**src/rtl/vram_arbiter.sv**
```systemverilog
// rtl/vram_arbiter.sv - two-requester VRAM arbiter (display fetch vs CPU) with starvation guard
module vram_arbiter #(
   parameter int ADDR_W     = 16,
   parameter int DATA_W     = 12,
   parameter int STARVE_MAX = 15
) (
   input  logic              Clock,
   input  logic              Reset,
   input  logic              iBlank,
   input  logic              iDispReq,
   input  logic [ADDR_W-1:0] iDispAddr,
   output logic              oDispReady,
   output logic [DATA_W-1:0] oDispData,
   output logic              oDispValid,
   input  logic              iCpuReq,
   input  logic              iCpuWe,
   input  logic [ADDR_W-1:0] iCpuAddr,
   input  logic [DATA_W-1:0] iCpuWData,
   output logic              oCpuReady,
   output logic [DATA_W-1:0] oCpuRData,
   output logic              oCpuRValid,
   output logic [ADDR_W-1:0] oRamAddr,
   output logic              oRamWe,
   output logic [DATA_W-1:0] oRamWData,
   input  logic [DATA_W-1:0] iRamRData
);

   typedef enum logic {DISP_PRI, CPU_PRI} pri_t;
   typedef enum logic [1:0] {TAG_NONE, TAG_DISP_RD, TAG_CPU_RD} tag_t;

   localparam logic [7:0] STARVE_LIM = 8'(STARVE_MAX);

   pri_t       state, state_next;
   logic [7:0] starve, starve_next;
   tag_t       tag0, tag1;
   logic       disp_xfer, cpu_xfer;

   always_comb begin
      oDispReady = 1'b0;
      oCpuReady  = 1'b0;
      if (Reset) begin
         if (state == DISP_PRI) begin
            oDispReady = 1'b1;
            oCpuReady  = ~iDispReq;
         end else begin
            oCpuReady  = 1'b1;
            oDispReady = ~iCpuReq;
         end
      end
   end

   assign disp_xfer = iDispReq & oDispReady;
   assign cpu_xfer  = iCpuReq & oCpuReady;

   // Switching when the counter reaches the limit on this edge lets the CPU win
   // after exactly STARVE_MAX lost edges rather than STARVE_MAX+1.
   always_comb begin
      starve_next = starve;
      state_next  = state;
      if (!iCpuReq || cpu_xfer)
         starve_next = 8'd0;
      else if (starve != STARVE_LIM)
         starve_next = starve + 8'd1;
      case (state)
         DISP_PRI: if (iBlank || (starve_next == STARVE_LIM && iCpuReq && !cpu_xfer))
                      state_next = CPU_PRI;
         CPU_PRI:  if (!iBlank && (cpu_xfer || !iCpuReq))
                      state_next = DISP_PRI;
         default:  state_next = DISP_PRI;
      endcase
   end

   always_ff @(posedge Clock) begin
      if (!Reset) begin
         state      <= DISP_PRI;
         starve     <= 8'd0;
         tag0       <= TAG_NONE;
         tag1       <= TAG_NONE;
         oRamAddr   <= '0;
         oRamWe     <= 1'b0;
         oRamWData  <= '0;
         oDispData  <= '0;
         oDispValid <= 1'b0;
         oCpuRData  <= '0;
         oCpuRValid <= 1'b0;
      end else begin
         state  <= state_next;
         starve <= starve_next;
         oRamWe <= cpu_xfer & iCpuWe;
         if (disp_xfer) begin
            oRamAddr <= iDispAddr;
         end else if (cpu_xfer) begin
            oRamAddr  <= iCpuAddr;
            oRamWData <= iCpuWData;
         end
         // Tags follow the synchronous RAM latency so returned data is steered in acceptance order
         if (disp_xfer)
            tag0 <= TAG_DISP_RD;
         else if (cpu_xfer && !iCpuWe)
            tag0 <= TAG_CPU_RD;
         else
            tag0 <= TAG_NONE;
         tag1       <= tag0;
         oDispValid <= (tag1 == TAG_DISP_RD);
         oCpuRValid <= (tag1 == TAG_CPU_RD);
         if (tag1 == TAG_DISP_RD)
            oDispData <= iRamRData;
         if (tag1 == TAG_CPU_RD)
            oCpuRData <= iRamRData;
      end
   end

endmodule

```
**config.mk**
```make
export PLATFORM = sky130hd
export DESIGN_NAME = vram_arbiter
export DESIGN_NICKNAME = d
export VERILOG_FILES = /design/src/rtl/vram_arbiter.sv
export SDC_FILE = /design/constraint.sdc
export NUM_CORES = 1
export LEC_CHECK = 0
export ABC_CLOCK_PERIOD_IN_PS = 2100
export CAP_MARGIN = 20
export CORE_MARGIN = 5
export CORE_UTILIZATION = 30
export DETAILED_ROUTE_END_ITERATION = 8
export GPL_ROUTABILITY_DRIVEN = 0
export GPL_TIMING_DRIVEN = 0
export PLACE_DENSITY = 0.62
export SLEW_MARGIN = 20
export SYNTH_ARGS = -nofsm -noshare
export SYNTH_HDL_FRONTEND = slang
export SYNTH_SLANG_ARGS = --single-unit
export TNS_END_PERCENT = 1
```
**constraint.sdc**
```tcl
create_clock -name Clock -period 2.1 [get_ports Clock]
set_input_delay 0.63 -clock Clock [delete_from_list [all_inputs] [get_ports Clock]]
set_output_delay 0.63 -clock Clock [all_outputs]
set_load 0.005 [all_outputs]
```
==> impl_summary.md, run 1 <==
Status
The flow ran to the end, and the final reports show no timing, DRC or antenna violations.

Logic synthesis
The synthesized netlist devotes 1.70% of its cell area to XOR and XNOR gates. The share of the yosys chip area belonging to registers is between 50 and 60%. In this run, synthesis produced a sequential element count of slightly below 70. Yosys mapped a number of flops with a built-in enable equal to 0. The most instantiated library cell after synthesis is sky130_fd_sc_hd__nand2_1. The distinct cell type count after synthesis is 32.

Synthesis produced between 300 and 400 cells. Measured against the total synthesized area, the mux share comes to 0%. The share of synthesized flip-flops with an asynchronous set or reset is 0%. After Yosys synthesis, and, or, nand and nor cells account for 28.4% of the synthesized area. Of the total synthesized cell area, the portion taken by full adders, half adders and majority gates is less than 1%. sky130_fd_sc_hd__dfxtp_1 takes more of the synthesized area than any other cell. The average instance in the mapped netlist occupies roughly 8.0 um^2. By area the synthesized netlist is led by sky130_fd_sc_hd__dfxtp_1, sky130_fd_sc_hd__nand2_1, sky130_fd_sc_hd__a21oi_1. During synthesis, Yosys emitted a total of 0 warnings.

The cell area after synthesis is 2580 um^2. The most common flop cell mapped by yosys is sky130_fd_sc_hd__dfxtp_1. Ranked by instance count, the synthesized netlist is headed by sky130_fd_sc_hd__nand2_1, sky130_fd_sc_hd__dfxtp_1, sky130_fd_sc_hd__a21oi_1. The compound-gate portion of the synthesized area is between 10% and 20%. The number of nets in the synthesized netlist is 385. Of the post-synthesis cell area, the dominant cell type holds a little over half. The dominant combinational cell family by area after synthesis is simple AND/OR/NAND/NOR gates.

Die
In this run the count of I/O pins placed on the die edge is 119. The floorplan has 33 rows. The floorplan step defined a core boundary enclosing a little over 8000 um^2. The die is just over 100 um wide. The die span in y is around 100 um.

For this configuration, the core starts out at a cell density of a little under a third. The area of the die is between 10,000 and 15,000 um^2.

Route
The total number of vias is ~2.6k. The first TritonRoute pass finished after 4 iterations. For this run, design rule violations remaining after detail routing come to 0. The residual antenna-violating net count after detailed routing is 0. The post-detailed-route via-to-cell ratio is roughly 4.7. In this run, the number of DRC markers left after iteration 0 of detailed routing was slightly below 100. The total length of routed wires is 7690 um. Dividing the detail-routed wire length by the instance count gives between 10 and 15 um.

STA
The slew at the pin closest to its max-slew limit is roughly 0.52 ns. Across the routed clock network, the largest skew measured is ~0.0088 ns. Setup violations remaining at the end of the flow were counted as 0. The count of final hold-check violations is 0. The minimum clock period is 2.05 ns. Setup repair after global routing left no endpoint under its margin. The worst path setup slack after routing is 0.0496 ns. The final number of max-transition violations is 0. The highest achievable clock rate is around 490 MHz. The portion of the clock cycle consumed by the worst path in the final layout is between 90% and 100%. The relative slew slack is between 60% and 70%.

Setup path
The count of buffering cells on the critical path with inverters included is 2. The critical path's most frequent cell is sky130_fd_sc_hd__dlygate4sd2_1. The critical path runs through a total of 4 cells. The largest single stage delay on the critical path is between 0.2 and 0.3 ns.

The kind of cell with the highest combined delay along the critical path is buffers and inverters. At the worst endpoint, the required time is around 1.5 ns. For the worst setup path, the data arrival time is roughly 1.4 ns. The critical path is of the input port to output port type.

The kind of start point of the critical path is an input port. The maximum fanout along the worst path is 3. The slowest stage of the critical path belongs to the cell sky130_fd_sc_hd__dlygate4sd2_1.

Walking the worst path, the cells encountered are dlygate4sd2_1 -> nand2b_1 -> and2_1 -> dlygate4sd2_1. The type of destination of the critical path is an output port. The path depth of the worst reg2reg path is 5.

Layout
The fraction of final layout cells with drive strength greater than 1 is under 10%. The post-layout instance area is slightly above 4000 um^2. The net count of the finished layout is 514. The area taken by flip-flops and latches is ~1400 um^2. In the final layout, the multi-input gates occupy between 1000 and 1500 um^2.

Once layout is complete, the utilization of the core stands at 49.5%. After filler insertion, the fill cell instance count of the layout stands at 848. The number of antenna diodes in the final layout is 0. The finished layout holds roughly 560 standard cells, fillers aside. The area overhead of the layout relative to synthesis is 59.4%.

GRT
The number of antenna violations at the first check in global routing is 0. The first-pass GRT wire length is roughly 12,000 um. For this run, the total global-route usage over all layers was measured as 14.9%.

The number of global-route vias before repair was ~2.7k. Entering global routing, the biggest net connects 12 pins. Summed over all layers, the global routing overflow is 0.

CTS
Clock tree synthesis selected as its root buffer the cell sky130_fd_sc_hd__clkbuf_8. Post-CTS timing repair inserted 0 buffers for setup. The CTS clock-pin slew for the worst setup and hold paths is 0.07 ns.

In this run, post-CTS hold repair placed 0 buffers. The clock tree synthesis step divided the H-tree into 3 levels. The longest clock path from root to sink contains 2 buffers. The CTS buffer count is 9. Counting every sink on the clock net gives 68. The clock latency at the later pin of the worst-skew pair is ~0.33 ns. The clock tree from TritonCTS is built.

Placed design
The number of cells after detailed placement is about 550. Detailed placement finished with a half-perimeter wire length of roughly 5800 um. The worst setup timing slack at the placement stage is -0.523 ns. Once placement finished, the instance area stood at 3890 um^2. The count of port buffers added during placement is about 120.

Power and ir drop
For this design the static power due to leakage is ~0.0015 uW. IR analysis of the VDD net gives a maximum drop of 0.286 mV. The power density over cell area is 711 nW/um^2.

Worst hold path
The tightest min-delay check is of the register to register type. The depth of the worst hold-timing path is 1.

Job
Max-cap violations in this run came to 0.
cells by family (layout without fill, tap and decap cells):
family                     count (synthesis)  after routing
DFF                                       68             68
and+or+nand+nor                          174            174
AOI/OAI and AO/OA                         52             52
adders and majority gates                  1              1
xor gates and xnor gates                   5              5
buffers and inverters                     22            156
registers in the layout (all words and copies together), names as in the netlist, 2 cells and up:
register,count
starve,8
tag1,2
oRamAddr,16
oCpuRData,12
oDispData,12
oRamWData,12
tag0,2
metrics by stage:
| stage | setup TNS (ns) | power, uW | hold WS, ns |
|---|---|---|---|
| floorplan | 0 | 1520 | 0.412 |
| global placement | -11.19 | 1790 | 0.420 |
| detailed placement | -12.07 | 1790 | 0.421 |
| CTS | 0 | 2960 | 0.432 |
| global route | 0 | 3060 | 0.438 |
| finish | 0 | 2920 | 0.431 |
worst paths after layout:
check / start / endpoint / slack [ns]
worst min register to register: tag0[0] / tag1[0] / 0.43
worst min-delay path: tag0[0] / tag1[0] / 0.43
worst max register to register: starve[6] / state / 0.35
worst max-delay path: iDispReq / oCpuReady / 0.05
what timing repair did:
item                                    CTS  global route
endpoints found under the setup margin   14             9
pin swaps                                 0             0
resized for setup                         8             2
endpoints found under the hold margin     0             0
layout make-up:
| cell class | count | area share [%] |
|---|---|---|
| tap | 105 | 3.20 |
| clock inverter | 5 | 1.83 |
| sequential | 68 | 33.1 |
| inverter | 3 | 0.335 |
| clock buffer | 11 | 3.44 |
| buffer | 19 | 1.83 |
| timing repair buffer | 118 | 28.6 |
| multi-input combinational | 232 | 27.6 |
where the power goes:
part | leakage [uW] | internal, uW | switching, uW
sequential | 0.000555 | 1350 | 29.4
clock | 0.000113 | 696 | 469
combinational | 0.000845 | 231 | 151
total | 0.00151 | 2270 | 650
cells in the final DEF (no fill, tap or decap), types with 5 or more instances in the layout:
master	netlist	routed
sky130_fd_sc_hd__clkbuf_8	0	10
sky130_fd_sc_hd__a311oi_1	16	16
sky130_fd_sc_hd__dlygate4sd2_1	0	5
sky130_fd_sc_hd__clkbuf_1	16	16
sky130_fd_sc_hd__dfxtp_1	68	68
sky130_fd_sc_hd__a21oi_1	29	28
sky130_fd_sc_hd__nand3_1	16	16
sky130_fd_sc_hd__clkdlybuf4s50_1	0	113
sky130_fd_sc_hd__nor2_1	27	27
sky130_fd_sc_hd__nand2_1	110	110
per-layer routing:
metal	vias up	routed length, um	GRT usage (%)
met1	1174	3530	19.7
met5	-	0	0
met3	11	814	5.75
met4	0	111	5.05
li1	1339	-	-
met2	103	3230	22.2
(Power assumes the default switching activity.)
==> run 2: changes to the inputs <==
--- a/config.mk
+++ b/config.mk
@@ -9,9 +9,9 @@
 export CAP_MARGIN = 20
 export CORE_MARGIN = 5
 export CORE_UTILIZATION = 30
+export CTS_CLUSTER_SIZE = 40
 export DETAILED_ROUTE_END_ITERATION = 8
 export GPL_ROUTABILITY_DRIVEN = 0
-export GPL_TIMING_DRIVEN = 0
 export PLACE_DENSITY = 0.62
 export SLEW_MARGIN = 20
 export SYNTH_ARGS = -nofsm -noshare
==> run 2 against run 1 <==
  * Combinational power is 6.5% higher
  * Utilization grew 1.3 points
  * Wire length up 0.43%
  * Highest routed layer unchanged
  * Global-route usage rose by 0.34 points
  * Critical path depth shrank 1
  * Critical path type unchanged
  * Setup slack lost 0.044 ns
  * Die area stayed put
  * Fmax decreased by 2.1%
  * Via count shrank 0.27%
  * Hold slack gained 0.0051 ns
==> impl_summary.md, run 2 (synthesis results as in run 1) <==
Power and ir drop
The net switching component of the power is 668 uW (+2.8%). The overall power is 2880 uW (-1.4%). The total leakage power is 0.00159 uW (+4.7%). The worst voltage drop across the vdd grid is 0.269 mV (-6.2%). The power density over cell area came to 683 nW/um^2 (-3.9%). The switching portion of total power is 23.2% (+0.96 points). The combinational fraction of design power is 14.1% (+1.0 points). The sequential share of power was 47.7% (+0.6 points). The design internal power is 2210 uW (-2.7%). The clock network power share was 38.1% (-1.8 points).

CTS
The number of sinks on the clock net is 68 (unchanged). The clock tree root driver cell is sky130_fd_sc_hd__clkbuf_8. The CTS buffer count is 9 (unchanged). The clock latency at the later pin of the worst-skew pair is 0.33 ns (about the same). The count of H-tree levels built during CTS is 3 (unchanged). The clock tree from TritonCTS is built. The maximum buffer depth of the clock tree was 2 (unchanged). The CTS clock-pin slew for the worst setup and hold paths came to 0.07 ns (about the same).

Layout
Leaving out fill and tap cells, the most frequent cells in the layout are sky130_fd_sc_hd__clkdlybuf4s50_1, sky130_fd_sc_hd__nand2_1, sky130_fd_sc_hd__dfxtp_1, sky130_fd_sc_hd__a21oi_1, sky130_fd_sc_hd__nor2_1. The register with the most flip-flops is oRamAddr. The antenna diode count is 0 (unchanged).

The fraction of final layout cells with drive strength greater than 1 was 8.99% (+3.7 points). The area overhead of the layout relative to synthesis is 63.6%. The number of nets at the end of the flow is 514 (unchanged). The number of standard cells in the final layout excluding fillers was 561 (unchanged). The flip-flop count of the largest register after layout is 16 (unchanged). The most common library cell in the layout ignoring fill and taps is sky130_fd_sc_hd__clkdlybuf4s50_1.

STA
The count of final hold-check violations is 0 (unchanged). The worst hold margin is 0.436 ns (+0.00506 ns). The final number of max-transition violations came to 0 (unchanged). The worst-case clock skew came to 0.00863 ns (-0.000121 ns).

The total setup violations reported at the end of the flow is 0 (unchanged). The slew at the pin closest to its max-slew limit is 0.542 ns (+0.0182 ns). The highest achievable clock rate was 478 MHz (-2.1%).

The portion of the clock cycle consumed by the worst path in the final layout was 99.7% (+2.1 points). The setup TNS is 0 ns (unchanged). The relative slew slack came to 63.9% (-1.2 points). The minimum clock period came to 2.09 ns (+0.0437 ns).

Setup path
The worst path required time came to 1.47 ns (about the same). The start point of the critical path is iCpuReq. Walking the worst path, the cells encountered are clkdlybuf4s50_1 -> a21oi_2 -> clkdlybuf4s15_1. The arrival time at the worst endpoint is 1.46 ns (+0.04 ns). The largest delay contributor family on the critical path is buffers and inverters. The worst setup path is of the input port to output port kind. The highest cell delay on the worst timing path is 0.44 ns (+0.17 ns).

STA classifies the critical path startpoint as an input port. The type of destination of the critical path is an output port. The count of buffering cells on the critical path with inverters included came to 2 (unchanged). The maximum fanout along the worst path came to 2 (-1). The worst register-to-register path begins at starve[0].

Among all stages on the critical path, the largest delay is contributed by sky130_fd_sc_hd__clkdlybuf4s50_1.

Die
The boundary pin count came to 119 (unchanged). The core box area is 8300 um^2 (unchanged). The die span in y came to 103 um (unchanged). The area of the die is 10,500 um^2 (unchanged). The starting density of the core is 31.0% (unchanged).

The die extent in x is 103 um (unchanged). The floorplan row count is 33 (unchanged).

Placed design
The number of cells after detailed placement is 543 (-0.37%). The count of port buffers added during placement came to 118 (unchanged). The final HPWL from detailed placement came to 5610 um (-3.9%).

Route
The total number of vias is 2,620 (-0.27%). The initial detailed-routing violation count came to 88 (-9.3%). The remaining design rule violation count is 0 (unchanged). The routed wirelength normalized by instance count is 13.8 um (+0.43%).

The count of TritonRoute iterations in the first routing pass was 4 (unchanged). The post-detailed-route via-to-cell ratio is 4.67 (-0.27%). The residual antenna-violating net count after detailed routing came to 0 (unchanged). The total length of routed wires is 7720 um (+0.43%).

Job
The number of violations of the max-capacitance limit is 0 (unchanged).

GRT
The number of global-route vias before repair is 2,721 (+2.6%). The leftover overflow at the end of global routing is 0 (unchanged). The pin count of the biggest net entering global routing is 45 (+33).

The global router's overall resource usage is 15.2% (+0.34 points). The first-pass GRT wire length is 12,700 um (+2.1%). The number of antenna violations at the first check in global routing is 0 (unchanged).

Worst hold path
The worst hold path begins at tag0[1]. The class of the tightest hold or removal check is register to register.

Status
The flow ran to the end, and the final reports show no timing, DRC or antenna violations.
==> run 2: changes by cell type in the layout (fill, tap and decap cells not counted), moves of 2 or more <==
cell                            change
sky130_fd_sc_hd__clkbuf_1          -15
sky130_fd_sc_hd__buf_4             +15
sky130_fd_sc_hd__buf_12             +4
sky130_fd_sc_hd__buf_2              -2
sky130_fd_sc_hd__dlygate4sd2_1      -2
==> run 2: power groups by stage <==
stage / Clock, uW / Combinational [uW] / Sequential [uW]
global placement: 0 / 406 / 1400
floorplan: 0 / 115 / 1410
global route: 1200 / 445 / 1380
finish: 1100 / 407 / 1380
CTS: 1120 / 411 / 1380
detailed placement: 0 / 407 / 1400
==> run 2: cell type report <==
cell class / instances / area [um^2]
flip-flops and latches: 68 / 1360
fillers: 811 / 4090
clock buffers: 12 / 155
repair buffers: 137 / 1370
clock inverters: 4 / 47.5
inverters: 3 / 11.3
multi-input cells: 232 / 1140
well taps: 105 / 131
==> run 2: worst paths after layout <==
kind | to | depth (start not counted) | slack (ns)
max | oDispReady | 3 | 0.006
min | tag1[1] | 1 | 0.44
max reg2reg | state | 5 | 0.24
min reg2reg | tag1[1] | 1 | 0.44
==> run 2: metrics by stage <==
step	setup slack, ns	instance area (um^2)	utilization (%)
final	0.00586	4210	50.8
after CTS	0.00397	4210	50.7
after global routing	-0.0205	4210	50.8
after global placement	-0.409	3990	48.1
after detailed placement	-0.446	3990	48.1
after floorplan	0.379	2580	-
==> run 2: metal layers <==
| metal | track usage (%) | wire length (um) | vias to the layer above |
|---|---|---|---|
| met3 | 7.37 | 841 | 5 |
| met5 | 0 | 0 | - |
| met1 | 18.4 | 3380 | 1177 |
| met4 | 3.03 | 55 | 0 |
| li1 | - | - | 1336 |
| met2 | 24.8 | 3450 | 102 |
==> run 2: what timing repair did <==
| item | in CTS | in global routing |
|---|---|---|
| pin swaps | 0 | 1 |
| hold buffers | 0 | 0 |
| resized for setup | 7 | 0 |
| setup endpoints to repair | 2 | 1 |
| setup buffers | 1 | 1 |
